<file path="src/rtl/llc_port_arbiter_pkg.sv">
// Shared state encoding and default geometry for the LLC port arbiter.
// Build option LLC_ARB_ROUND_ROBIN_EN (see llc_port_arbiter.sv) does not affect this package.
package llc_port_arbiter_pkg;

    localparam int ARB_NUM_PORTS = 2;
    localparam int ARB_ADDR_W    = 32;
    localparam int ARB_LINE_W    = 256;

    typedef enum logic [1:0] {
        ARB_IDLE,
        ARB_BUSY,
        ARB_RESP
    } arb_state_t;

endpackage

</file>
<file path="src/rtl/llc_port_arbiter_if.sv">
// Upstream (L1 requesters) and downstream (L2 port) line-transfer bundle.
// slave is the arbiter side, master is the requester/memory side.
interface llc_port_arbiter_if
    import llc_port_arbiter_pkg::*;
#(
    parameter int NUM_PORTS = ARB_NUM_PORTS,
    parameter int ADDR_W    = ARB_ADDR_W,
    parameter int LINE_W    = ARB_LINE_W
);

    logic [NUM_PORTS-1:0]             up_read;
    logic [NUM_PORTS-1:0]             up_write;
    logic [NUM_PORTS-1:0][ADDR_W-1:0] up_addr;
    logic [NUM_PORTS-1:0][LINE_W-1:0] up_wdata;
    logic [LINE_W-1:0]                up_rdata;
    logic [NUM_PORTS-1:0]             up_resp;

    logic                             dn_read;
    logic                             dn_write;
    logic [ADDR_W-1:0]                dn_addr;
    logic [LINE_W-1:0]                dn_wdata;
    logic [LINE_W-1:0]                dn_rdata;
    logic                             dn_resp;

    modport slave (
        input  up_read, up_write, up_addr, up_wdata, dn_rdata, dn_resp,
        output up_rdata, up_resp, dn_read, dn_write, dn_addr, dn_wdata
    );

    modport master (
        output up_read, up_write, up_addr, up_wdata, dn_rdata, dn_resp,
        input  up_rdata, up_resp, dn_read, dn_write, dn_addr, dn_wdata
    );

endinterface

</file>
<file path="src/rtl/llc_port_arbiter_rr_pick.sv">
// Combinational winner selection: scan upward from a start index with wrap-around.
// LLC_ARB_ROUND_ROBIN_EN starts the scan at ptr_i; otherwise at port 0 (fixed priority).
module llc_port_arbiter_rr_pick
    import llc_port_arbiter_pkg::*;
#(
    parameter int NUM_PORTS = ARB_NUM_PORTS,
    parameter int IDX_W     = $clog2(NUM_PORTS)
) (
    input  logic [NUM_PORTS-1:0] req_i,
`ifdef LLC_ARB_ROUND_ROBIN_EN
    input  logic [IDX_W-1:0]     ptr_i,
`endif
    output logic [NUM_PORTS-1:0] gnt_oh_o,
    output logic [IDX_W-1:0]     gnt_idx_o,
    output logic                 vld_o
);

    logic [IDX_W-1:0] start;
    logic [IDX_W:0]   cand;
    logic             found;

`ifdef LLC_ARB_ROUND_ROBIN_EN
    assign start = ptr_i;
`else
    assign start = '0;
`endif

    // One extra bit on cand keeps start+i from overflowing before the wrap.
    always_comb begin
        gnt_oh_o  = '0;
        gnt_idx_o = '0;
        found     = 1'b0;
        cand      = '0;
        for (int i = 0; i < NUM_PORTS; i++) begin
            cand = {1'b0, start} + (IDX_W+1)'(i);
            if (cand >= (IDX_W+1)'(NUM_PORTS)) begin
                cand = cand - (IDX_W+1)'(NUM_PORTS);
            end
            if (!found && req_i[cand[IDX_W-1:0]]) begin
                found                       = 1'b1;
                gnt_oh_o[cand[IDX_W-1:0]]   = 1'b1;
                gnt_idx_o                   = cand[IDX_W-1:0];
            end
        end
    end

    assign vld_o = |req_i;

endmodule

</file>
<file path="src/rtl/llc_port_arbiter.sv">
// N-port line-transfer arbiter in front of the single L2 port (IDLE -> BUSY -> RESP).
// Define LLC_ARB_ROUND_ROBIN_EN for round-robin selection; fixed priority otherwise.
module llc_port_arbiter
    import llc_port_arbiter_pkg::*;
#(
    parameter int NUM_PORTS = ARB_NUM_PORTS,
    parameter int ADDR_W    = ARB_ADDR_W,
    parameter int LINE_W    = ARB_LINE_W
) (
    input  logic              clk,
    input  logic              rst_n,
    llc_port_arbiter_if.slave arb_if
);

    localparam int IDX_W = $clog2(NUM_PORTS);

    arb_state_t           state_q, state_d;
    logic [IDX_W-1:0]     grant_q, grant_d;
    logic                 dn_read_q, dn_read_d;
    logic                 dn_write_q, dn_write_d;
    logic [ADDR_W-1:0]    dn_addr_q, dn_addr_d;
    logic [LINE_W-1:0]    dn_wdata_q, dn_wdata_d;
    logic [LINE_W-1:0]    rdata_q, rdata_d;
    logic [NUM_PORTS-1:0] resp_q, resp_d;

    logic [NUM_PORTS-1:0] req;
    logic [NUM_PORTS-1:0] pick_oh;
    logic [IDX_W-1:0]     pick_idx;
    logic                 pick_vld;
    logic                 pick_wr;

`ifdef LLC_ARB_ROUND_ROBIN_EN
    logic [IDX_W-1:0]     ptr_q, ptr_d;
`endif

    assign req     = arb_if.up_read | arb_if.up_write;
    // Read+write together is illegal; the write bit wins.
    assign pick_wr = |(pick_oh & arb_if.up_write);

    llc_port_arbiter_rr_pick #(
        .NUM_PORTS (NUM_PORTS),
        .IDX_W     (IDX_W)
    ) u_pick (
        .req_i     (req),
`ifdef LLC_ARB_ROUND_ROBIN_EN
        .ptr_i     (ptr_q),
`endif
        .gnt_oh_o  (pick_oh),
        .gnt_idx_o (pick_idx),
        .vld_o     (pick_vld)
    );

    always_comb begin
        state_d    = state_q;
        grant_d    = grant_q;
        dn_read_d  = dn_read_q;
        dn_write_d = dn_write_q;
        dn_addr_d  = dn_addr_q;
        dn_wdata_d = dn_wdata_q;
        rdata_d    = rdata_q;
        resp_d     = '0;
`ifdef LLC_ARB_ROUND_ROBIN_EN
        ptr_d      = ptr_q;
`endif
        case (state_q)
            ARB_IDLE: begin
                if (pick_vld) begin
                    state_d    = ARB_BUSY;
                    grant_d    = pick_idx;
                    dn_addr_d  = arb_if.up_addr[pick_idx];
                    dn_wdata_d = arb_if.up_wdata[pick_idx];
                    dn_write_d = pick_wr;
                    dn_read_d  = !pick_wr;
                end
            end
            ARB_BUSY: begin
                if (arb_if.dn_resp) begin
                    state_d          = ARB_RESP;
                    rdata_d          = arb_if.dn_rdata;
                    dn_read_d        = 1'b0;
                    dn_write_d       = 1'b0;
                    resp_d[grant_q]  = 1'b1;
                end
            end
            ARB_RESP: begin
                state_d = ARB_IDLE;
`ifdef LLC_ARB_ROUND_ROBIN_EN
                ptr_d   = (grant_q == IDX_W'(NUM_PORTS-1)) ? '0 : grant_q + 1'b1;
`endif
            end
            default: state_d = ARB_IDLE;
        endcase
    end

    always_ff @(posedge clk or negedge rst_n) begin
        if (!rst_n) begin
            state_q    <= ARB_IDLE;
            grant_q    <= '0;
            dn_read_q  <= 1'b0;
            dn_write_q <= 1'b0;
            dn_addr_q  <= '0;
            dn_wdata_q <= '0;
            rdata_q    <= '0;
            resp_q     <= '0;
        end else begin
            state_q    <= state_d;
            grant_q    <= grant_d;
            dn_read_q  <= dn_read_d;
            dn_write_q <= dn_write_d;
            dn_addr_q  <= dn_addr_d;
            dn_wdata_q <= dn_wdata_d;
            rdata_q    <= rdata_d;
            resp_q     <= resp_d;
        end
    end

`ifdef LLC_ARB_ROUND_ROBIN_EN
    always_ff @(posedge clk or negedge rst_n) begin
        if (!rst_n) begin
            ptr_q <= '0;
        end else begin
            ptr_q <= ptr_d;
        end
    end
`endif

    assign arb_if.dn_read  = dn_read_q;
    assign arb_if.dn_write = dn_write_q;
    assign arb_if.dn_addr  = dn_addr_q;
    assign arb_if.dn_wdata = dn_wdata_q;
    assign arb_if.up_rdata = rdata_q;
    assign arb_if.up_resp  = resp_q;

endmodule

</file>
<file path="src/flat_wrapper.sv">
// flat-port wrapper written by rule: the top's interface ports become plain ports
module llc_port_arbiter_flat import llc_port_arbiter_pkg::*;
#(
    parameter int NUM_PORTS = ARB_NUM_PORTS,
    parameter int ADDR_W    = ARB_ADDR_W,
    parameter int LINE_W    = ARB_LINE_W
)
  (clk, rst_n, arb_if_up_read, arb_if_up_write, arb_if_up_addr, arb_if_up_wdata, arb_if_dn_rdata, arb_if_dn_resp, arb_if_up_rdata, arb_if_up_resp, arb_if_dn_read, arb_if_dn_write, arb_if_dn_addr, arb_if_dn_wdata);
  llc_port_arbiter_if #(.NUM_PORTS(NUM_PORTS), .ADDR_W(ADDR_W), .LINE_W(LINE_W)) arb_if_i ();
  input  logic clk;
  input  logic rst_n;
  input wire logic [$bits(arb_if_i.up_read)-1:0] arb_if_up_read;
  input wire logic [$bits(arb_if_i.up_write)-1:0] arb_if_up_write;
  input wire logic [$bits(arb_if_i.up_addr)-1:0] arb_if_up_addr;
  input wire logic [$bits(arb_if_i.up_wdata)-1:0] arb_if_up_wdata;
  input wire logic [$bits(arb_if_i.dn_rdata)-1:0] arb_if_dn_rdata;
  input wire logic [$bits(arb_if_i.dn_resp)-1:0] arb_if_dn_resp;
  output wire logic [$bits(arb_if_i.up_rdata)-1:0] arb_if_up_rdata;
  output wire logic [$bits(arb_if_i.up_resp)-1:0] arb_if_up_resp;
  output wire logic [$bits(arb_if_i.dn_read)-1:0] arb_if_dn_read;
  output wire logic [$bits(arb_if_i.dn_write)-1:0] arb_if_dn_write;
  output wire logic [$bits(arb_if_i.dn_addr)-1:0] arb_if_dn_addr;
  output wire logic [$bits(arb_if_i.dn_wdata)-1:0] arb_if_dn_wdata;
  assign arb_if_i.up_read = arb_if_up_read;
  assign arb_if_i.up_write = arb_if_up_write;
  assign arb_if_i.up_addr = arb_if_up_addr;
  assign arb_if_i.up_wdata = arb_if_up_wdata;
  assign arb_if_i.dn_rdata = arb_if_dn_rdata;
  assign arb_if_i.dn_resp = arb_if_dn_resp;
  assign arb_if_up_rdata = arb_if_i.up_rdata;
  assign arb_if_up_resp = arb_if_i.up_resp;
  assign arb_if_dn_read = arb_if_i.dn_read;
  assign arb_if_dn_write = arb_if_i.dn_write;
  assign arb_if_dn_addr = arb_if_i.dn_addr;
  assign arb_if_dn_wdata = arb_if_i.dn_wdata;
  llc_port_arbiter #(.NUM_PORTS(NUM_PORTS), .ADDR_W(ADDR_W), .LINE_W(LINE_W)) u_core (.clk(clk), .rst_n(rst_n), .arb_if(arb_if_i));
endmodule
</file>
<file path="config.mk">
export PLATFORM = sky130hd
export DESIGN_NAME = llc_port_arbiter_flat
export DESIGN_NICKNAME = d
export VERILOG_FILES = /design/src/rtl/llc_port_arbiter_pkg.sv /design/src/rtl/llc_port_arbiter_if.sv /design/src/rtl/llc_port_arbiter_rr_pick.sv /design/src/rtl/llc_port_arbiter.sv /design/src/flat_wrapper.sv
export SDC_FILE = /design/constraint.sdc
export NUM_CORES = 1
export LEC_CHECK = 0
export BUFFER_PORTS_ARGS = -buffer_cell sky130_fd_sc_hd__buf_2
export CAP_MARGIN = 20
export CORE_AREA = 4 4 541 543
export DETAILED_ROUTE_END_ITERATION = 6
export DIE_AREA = 0 0 545 547
export GPL_ROUTABILITY_DRIVEN = 0
export GPL_TIMING_DRIVEN = 1
export SLEW_MARGIN = 20
export SYNTH_ARGS = -nofsm -noshare
export SYNTH_HDL_FRONTEND = slang
export SYNTH_SLANG_ARGS = --single-unit
</file>
<file path="constraint.sdc">
create_clock -name clk -period 2.1 [get_ports clk]
set_clock_uncertainty 0.2 [all_clocks]
set_input_delay 0.42 -clock clk [delete_from_list [all_inputs] [get_ports clk]]
set_output_delay 0.42 -clock clk [all_outputs]
set_load 0.02 [all_outputs]
</file>
* Word level (Yosys, flattened, before mapping) *
Index checks and enable logic that the tools add are counted.

operators by class
  multipliers = 0
  muxes and demuxes = 20
  order comparisons = 3
  add/subtract/negate cells = 0
  bitwise operators = 2
  divide/modulo/power cells = 0
  equal/unequal tests = 3
  shift operators = 0
  reductions and logical operators = 12

operators by type and width
  kind                                                         number
  2-to-1 mux 256 bit                                           2
  2-to-1 mux 32 bit                                            2
  2-to-1 mux 2 bit                                             5
  2-to-1 mux 1 bit                                             7
  AND reduction 2 bit                                          3
  less-than comparator 1 x 2 -> 1 bit (second input constant)  2
  one-hot mux 1 bit (2 select lines)                           2
  one-hot mux 2 bit (2 select lines)                           1
  OR reduction 2 bit                                           2
  AND reduction 3 bit                                          1
  bitwise AND 2 bit                                            1
  equality test 2 x 1 -> 1 bit (second input constant)         1
  logical AND 1 bit                                            2
  logical NOT 1 bit                                            2
  logical NOT 2 bit                                            1
  != test 2 x 1 -> 1 bit (second input constant)               1
  != test 2 bit (second input constant)                        1
  OR 2 bit                                                     1
  nonzero test 2 bit                                           1
  demux 1 bit (select 1 bit)                                   1
  >= comparator 1 bit (second input constant)                  1

word-level totals
  bits in registers = 551
  output and inout bits = 548
  memory bits (read-only) = 0
  bits in writable memories = 0
  bits in latches = 0
  logic and storage cells = 48
  memories kept = 0

* Depth between registers and ports, before layout *
Gate-level depths: netlist of the first run.

  depth after elaboration = 10
  depth in mapped cells = 6

* By module *
From an unflattened synthesis of the first run, not the netlist that was laid out.

unflattened totals
  cell total of the unflattened synthesis = 1817
  area total of the unflattened synthesis = 22998.3 um^2

by module, submodules not included
  module                    times used  area each (um^2)  cells an instance
  llc_port_arbiter          1           22970.8           1813
  llc_port_arbiter_rr_pick  1           27.5              4

* Worst setup path before layout of the first run *
Ideal clock, no wire load.

  path kind = input to register
  start = in arb_if_up_write[1]
  end = reg u_core.dn_wdata_q[246], in the netlist u_core.arb_if.dn_wdata[246]
  slack = 0.309 ns
  required time = 1.777 ns
  stages = 6
  arrival = 1.468 ns
  library setup time = 0.123 ns
  path through = or2_1 > o21a_1 > buf_6 > buf_6 > buf_2 > o221a_1

between the ends
  longest elaborated chain between the ends = 5
  elaborated cells on any way between the ends = 7

RTL lines
  what                                                    RTL line                        source
  start: declaration                                      flat_wrapper.sv:13              input wire logic [$bits(arb_if_i.up_write)-1:0] arb_if_up_write;
  OR 2 bit *                                              llc_port_arbiter.sv:36          assign req = arb_if.up_read | arb_if.up_write;
  logical AND 1 bit                                       llc_port_arbiter_rr_pick.sv:39  if (!found && req_i[cand[IDX_W-1:0]]) begin
  2-to-1 mux 1 bit                                        llc_port_arbiter_rr_pick.sv:39
  2-to-1 mux 256 bit (not written as such) (2 in series)  llc_port_arbiter.sv:71          dn_wdata_d = arb_if.up_wdata[pick_idx];
  end signal: assignment                                  llc_port_arbiter.sv:111         dn_wdata_q <= dn_wdata_d;
  end: declaration                                        llc_port_arbiter.sv:22          logic [LINE_W-1:0] dn_wdata_q, dn_wdata_d;

Mark *: on every way between the ends. The rest lies on a longest branch, timed or not. The select of a mux whose other input is x is not followed.
A chain may end at the register's enable or synchronous reset.

* Worst setup path after layout of the first run *
  start = in arb_if_up_read[0]
  end = reg u_core.dn_wdata_q[87], in the netlist u_core.arb_if.dn_wdata[87]

between the ends
  longest elaborated chain between the ends = 7
  elaborated cells on any way between the ends = 9

RTL lines
  what                                                    RTL line                        source
  start: declaration                                      flat_wrapper.sv:12              input wire logic [$bits(arb_if_i.up_read)-1:0] arb_if_up_read;
  OR 2 bit *                                              llc_port_arbiter.sv:36
  2-to-1 mux 1 bit                                        llc_port_arbiter_rr_pick.sv:39
  logical NOT 1 bit                                       llc_port_arbiter_rr_pick.sv:39
  logical AND 1 bit                                       llc_port_arbiter_rr_pick.sv:39
  2-to-1 mux 1 bit                                        llc_port_arbiter_rr_pick.sv:39
  2-to-1 mux 256 bit (not written as such) (2 in series)  llc_port_arbiter.sv:71

Marked as above.

==> reports/metrics.cfg, run 1 <==
[floorplanning]
die_area_mm2 = 0.298
core_mm2 = 0.288
die_w_um = 545
initial_core_util = 0.0790
row_count = 197
die_y_um = 547
ios = 1387

[clock_network]
clkLatencyLatePin_ps = 770
clk_path_buf_depth = 4
htreeDepth = 3
cts_tree = built
ctsRootBufferMaster = clkbuf_16
cts_made_buffers = 73
numClockSinks = 551
path_clk_slew_ps = 60

[route]
avgRoutedWirePerCell_um = 30.9
dr_total_vias = 25887
drtAntennaViolNets = 0
drc_errors = 4
dr.pass1.iters = 7
wl_um = 240000
via_per_inst = 3.34
drt_iter0_markers = 2012

[synthesis]
yosysTopAreaCellShare = 0.607
synth_warnings = 0
ys.flop_type = dfrtp_1
syn_area_per_cell_um2 = 14.6
synth-simple-area-share = 0.0824
yosys_register_bits = 551
synth_edf_count = 0
ys_seq_area_frac = 0.607
synth_mux_area_frac = 0.128
synthTopCellsByArea = dfrtp_1 (61%), mux2_2 (13%), o221a_1 (10%), or3_1 (7.9%), o221a_2 (3.9%)
synthesis.area_mm2 = 0.0227
synthMostInstantiatedCell = dfrtp_1
synth_compound_area_frac = 0.144
synth_cell_types = 22
syn_inst = 1561
synth_xor_area_frac = 0
synth_top_family_by_area = compound AO/OA/AOI/OAI gates
syn_nets = 2400
async_flop_share = 1.00
ys_top_cells_by_count = dfrtp_1 (551), or3_1 (288), mux2_2 (257), o221a_1 (209), o221a_2 (79)
synth_top_area_cell = dfrtp_1
synth_fa_ha_area_frac = 0

[worst_hold_path]
hp-class = input port to asynchronous set/reset pin

[setup_path]
worst-setup-path-type = input port to flop
crit_path_end_kind = flop
critPathLaunchType = input port
worstPathRequired_ps = 2530
cp_max_fo = 83
worstPathArrival_ps = 2600

[job]
cap_viol_max_count = 0

[timing]
slew_headroom = 0.484
fin_ws_ps = -70.8
final_hold_viol_count = 0
worst_slew_pin_slew_ps = 771
fmax_mhz = 461
final-setup-viol-count = 126
finalCriticalPeriod_ps = 2170
slew_viol_final = 0
rsz0062_at_grt = yes
finalCritPeriodShare = 1.03

[global_route]
grtUsageTotal = 0.153
antenna_found_initial = 219
globalRoute.totalOverflow = 0
grt_pass1_vias = 27045
grt_pass1_wl_um = 294000
grt_max_degree = 99

[power]
power.net_switching_uw = 33200
ir_worst_vdd_mv = 0.812
power_density_mw_per_mm2 = 1510
p_int_uw = 37800
p_sw_frac = 0.468
seq_power_share = 0.280
combPwrFrac = 0.536
clockPowerShare = 0.184
power_leakage_uw = 0.0198

[finish]
finalInstanceArea_mm2 = 0.0471
syn2layout_area_growth_pct = 107
postLayoutCoreUtil = 0.164
nets = 4664
drive_gt1_frac = 0.507

[placement]
dp_worst_setup_slack_ps = -307
placed_cell_area_mm2 = 0.0349
numPortBuffers = 1386
dp_hpwl_um = 208000

[run_status]
failed_checks = DRC, setup timing
outcome = finished with violations

stage by stage:
| stage | hold slack [ps] | instances | power, uW | setup TNS [ps] |
|---|---|---|---|---|
| 2_1_floorplan | -75.6 | 1561 | 34800 | 0 |
| 3_3_place_gp | 153 | 6684 | 53900 | -51620 |
| 3_5_place_dp | 155 | 6684 | 54500 | -55330 |
| 4_1_cts | 78.8 | 7649 | 72300 | -642 |
| 5_1_grt | 113 | 7706 | 75100 | -86.7 |
| 6_report | 148 | 7757 | 71000 | -3120 |
flip-flops by register name (all words and copies together) (netlist names):
register / count
u_core.arb_if.dn_addr: 32
u_core.arb_if.dn_read: 1
u_core.arb_if.dn_wdata: 256
u_core.arb_if.dn_write: 1
u_core.arb_if.up_rdata: 256
u_core.arb_if.up_resp: 2
u_core.grant_q: 1
u_core.state_q: 2
cells in the final DEF, fill, tap and decap left out, types with 2 or more instances in the layout:
cell           count
clkbuf_8          10
inv_1              3
or2_1              2
inv_6              5
clkbuf_4           3
o221a_2           79
clkinvlp_4         6
dfrtp_2            8
buf_4            257
clkbuf_16         74
diode_2          103
buf_2           1129
buf_16             3
o21ai_0            3
nor2_1             3
dlygate4sd3_1    837
clkbuf_1          15
buf_6             60
mux2_2           257
clkinv_2           4
dfrtp_1          543
o221a_1          209
buf_8              7
bufinv_16          7
buf_12            49
or3_1            288
per-layer routing:
metal  up-vias  share of wire  GRT usage
li1      10741              -          -
met1     12463           0.34      0.156
met2      1966           0.41      0.226
met3       579           0.19      0.122
met4       138          0.055     0.0717
met5         -         0.0037          0
critical path, stage by stage:
cell	delay (ps)
dlygate4sd3_1	650
buf_2	200
or2_1	260
o21a_4	250
buf_12	140
buf_16	160
o221a_1	350
path summary, 6_finish.rpt:
path	slack, ps	to	start	depth (start not counted)
worst max-delay path	-70	u_core.arb_if.dn_wdata[87]	arb_if_up_read[0]	7
worst min-delay path	150	u_core.arb_if.dn_wdata[248]	rst_n	3
worst max register to register	-50	u_core.arb_if.dn_wdata[86]	u_core.state_q[0]	4
worst min register to register	240	u_core.arb_if.up_resp[0]	u_core.grant_q	1
max in group asynchronous	300	u_core.arb_if.dn_addr[9]	rst_n	3
min in group clk	230	u_core.arb_if.up_rdata[220]	arb_if_dn_rdata[220]	3
power groups by stage:
stage	Sequential, uW	Clock (uW)	Combinational, uW
2_1_floorplan	25200	0	9550
4_1_cts	19800	13600	39000
3_5_place_dp	19500	0	35000
3_3_place_gp	19300	0	34600
6_report	19900	13100	38000
5_1_grt	20400	13900	40900
area by class of cell:
cell class | count | area (um^2)
timing repair buffer | 2345 | 17800
tap | 3781 | 4730
multi-input combinational | 851 | 8070
clock inverter | 24 | 344
antenna | 103 | 258
fill | 31765 | 241000
sequential | 551 | 13800
clock buffer | 99 | 2050
inverter | 3 | 11.3
timing repair:
action / 4_1_cts / 5_1_grt
endpoints found under the hold margin: 1084 / 0
setup endpoints to repair: 416 / 190
gates cloned: 1 / 0
buffers inserted: 4 / 5
pin swaps: 32 / 0
hold buffers: 837 / 0
resized for setup: 356 / 10
kinds of logic (layout without fill, tap and decap cells):
kind of cell	after synthesis	after routing
muxes	258	258
buffers and inverters	159	2471
and+or+nand+nor	300	300
other	0	103
AOI/OAI and AO/OA	293	293
DFF	551	551
Note: power is estimated with default switching activity, not from simulation.
==> run 2: changes to the inputs <==
SETUP_SLACK_MARGIN = 0.02   (was not set)
==> reports/metrics.cfg, run 2 (same netlist as run 1, synthesis figures left out) <==
[timing]
finalCritPeriodShare = 1.01  ; -0.0274
fmax_mhz = 473  ; +2.7%
fin_ws_ps = -13.2  ; +57.6 ps
slew_headroom = 0.478  ; -0.00591
worst_slew_pin_slew_ps = 780  ; +8.83 ps
slew_viol_final = 0  ; unchanged
finalCriticalPeriod_ps = 2110  ; -57.6 ps
final-setup-viol-count = 3  ; -98%
rsz0062_at_grt = yes
final_hold_viol_count = 0  ; unchanged

[finish]
mostFrequentLayoutCells = buf_2 (1089), dlygate4sd3_1 (836), dfrtp_1 (541), or3_1 (283), mux2_2 (257)
postLayoutCoreUtil = 0.166  ; +0.00203
final-seq-area_mm2 = 0.0138  ; about the same
drive_gt1_frac = 0.510  ; +0.00295
syn2layout_area_growth_pct = 110
nFillCells = 31705  ; -0.19%
layout_commonest_cell = buf_2
finalInstanceArea_mm2 = 0.0477  ; +1.2%
nets = 4671  ; +0.15%
multi_input_area_mm2 = 0.00810  ; +0.34%

[power]
p_sw_frac = 0.463  ; -0.00430
seq_power_share = 0.279  ; about the same
p_int_uw = 38800  ; +2.7%
ir_worst_vdd_mv = 0.839  ; +3.4%
power.net_switching_uw = 33500  ; +0.96%
power_leakage_uw = 0.0200  ; +1.2%
clockPowerShare = 0.181  ; -0.003
finalPower_uw = 72300  ; +1.9%
combPwrFrac = 0.540  ; +0.004
power_density_mw_per_mm2 = 1520  ; +0.65%

[clock_network]
clkLatencyLatePin_ps = 760  ; about the same
clk_path_buf_depth = 4  ; unchanged
cts_tree = built
htreeDepth = 3  ; unchanged
path_clk_slew_ps = 60  ; about the same
numClockSinks = 551  ; unchanged
cts_made_buffers = 73  ; unchanged
ctsRootBufferMaster = clkbuf_16

[setup_path]
r2r-end = u_core.arb_if.dn_wdata[56]
cpPeakStageDelay_ps = 490  ; -160 ps
crit_chain = or2_4 > buf_12 > or3_1 > o221a_1
cp_max_fo = 98  ; +18%
reg2reg_depth = 4  ; unchanged
crit_slowest_cell = or3_1
worst-setup-path-type = flop to flop
critPathBufInv = 1  ; -3
worstPathArrival_ps = 2550  ; -50 ps
critPathLaunchType = flop
rrSetupSlack_ps = -10  ; +40 ps
reg2reg_from = u_core.state_q[0]
worstPathRequired_ps = 2530  ; about the same
crit_path_end_kind = flop
crit_family = simple AND/OR/NAND/NOR gates

[global_route]
grt_max_degree = 99  ; unchanged
grt_pass1_wl_um = 295000  ; +0.32%
globalRoute.totalOverflow = 0  ; unchanged
grt_pass1_vias = 27165  ; +0.44%
grtUsageTotal = 0.153  ; +0.000266
antenna_found_initial = 214  ; -2.3%

[placement]
dp_hpwl_um = 208000  ; unchanged
numPortBuffers = 1386  ; unchanged
dp_worst_setup_slack_ps = -307  ; unchanged
placed_cell_area_mm2 = 0.0349  ; unchanged

[route]
drtAntennaViolNets = 0  ; unchanged
wl_um = 240000  ; +0.15%
dr_total_vias = 25963  ; +0.29%
dr.pass1.iters = 6  ; -1
avgRoutedWirePerCell_um = 30.9  ; +0.14%
drt_iter0_markers = 1946  ; -3.3%
drc_errors = 0  ; -4
via_per_inst = 3.35  ; +0.28%

[floorplanning]
row_count = 197  ; unchanged
ios = 1387  ; unchanged
die_y_um = 547  ; unchanged
core_mm2 = 0.288  ; unchanged
die_area_mm2 = 0.298  ; unchanged
initial_core_util = 0.0790  ; unchanged
die_w_um = 545  ; unchanged

[job]
cap_viol_max_count = 0  ; unchanged

[run_status]
outcome = finished with violations
failed_checks = setup timing

[worst_hold_path]
hp-class = input port to asynchronous set/reset pin

[run 2: cell types whose count changed in the layout (fill, tap and decap cells not counted), moves of 6 or more]
cell	change
buf_6	+63
buf_2	-40
buf_4	-32
buf_8	+12
buf_12	+7
diode_2	-6
[run 2: worst max-delay path by stage]
stage	end	startpoint	cells after the start	slack [ps]
floorplan	u_core.arb_if.dn_wdata[246]	arb_if_up_write[1]	6	310
global placement	u_core.arb_if.dn_wdata[22]	arb_if_up_read[1]	5	-290
detailed placement	u_core.arb_if.dn_wdata[169]	arb_if_up_read[1]	5	-310
CTS	arb_if_dn_wdata[15]	u_core.arb_if.dn_wdata[15]	1	-80
global route	arb_if_dn_wdata[15]	u_core.arb_if.dn_wdata[15]	1	-50
finish	u_core.arb_if.dn_wdata[56]	u_core.state_q[0]	4	-10
[run 2: metrics by stage]
step                std cells  hold WS (ps)  TNS (ps)
detailed placement       6684           155    -55330
global route             7711           113     -80.8
finish                   7758           159     -25.3
CTS                      7661          78.8      -496
floorplan                1561         -75.6         0
global placement         6684           153    -51620
[run 2: what timing repair did]
item	CTS	global route
endpoints found under the hold margin	1084	0
setup buffers	16	0
hold buffers	837	0
pin swaps	0	2
cloned	1	0
setup endpoints to repair	461	136
resized for setup	509	21
[run 2: tightest hold or removal path: stages]
cell,delay (ps)
dlygate4sd3_1,590
buf_8,240
buf_4,210
[run 2: power groups by stage]
stage          clock network, uW  registers [uW]  logic, uW
2_1_floorplan                  0           25200       9550
3_3_place_gp                   0           19300      34600
3_5_place_dp                   0           19500      35000
4_1_cts                    13600           20000      40100
5_1_grt                    13800           20600      42000
6_report                   13100           20100      39000
[run 2: final cells by class]
| type | instances | area share |
|---|---|---|
| repair buffers | 2352 | 0.386 |
| clock inverters | 24 | 0.00722 |
| clock buffers | 99 | 0.0429 |
| flip-flops and latches | 551 | 0.290 |
| multi-input cells | 851 | 0.170 |
| diodes | 97 | 0.00509 |
| well taps | 3781 | 0.0992 |
| inverters | 3 | 0.000236 |
[run 2: layer usage]
| metal | wire length (um) | part of all wire | up-vias | global-route usage |
|---|---|---|---|---|
| met4 | 14200 | 0.059 | 142 | 0.0742 |
| met1 | 81800 | 0.34 | 12530 | 0.156 |
| met2 | 98400 | 0.41 | 1991 | 0.226 |
| li1 | - | - | 10726 | - |
| met5 | 1070 | 0.0044 | - | 0 |
| met3 | 44400 | 0.19 | 574 | 0.122 |
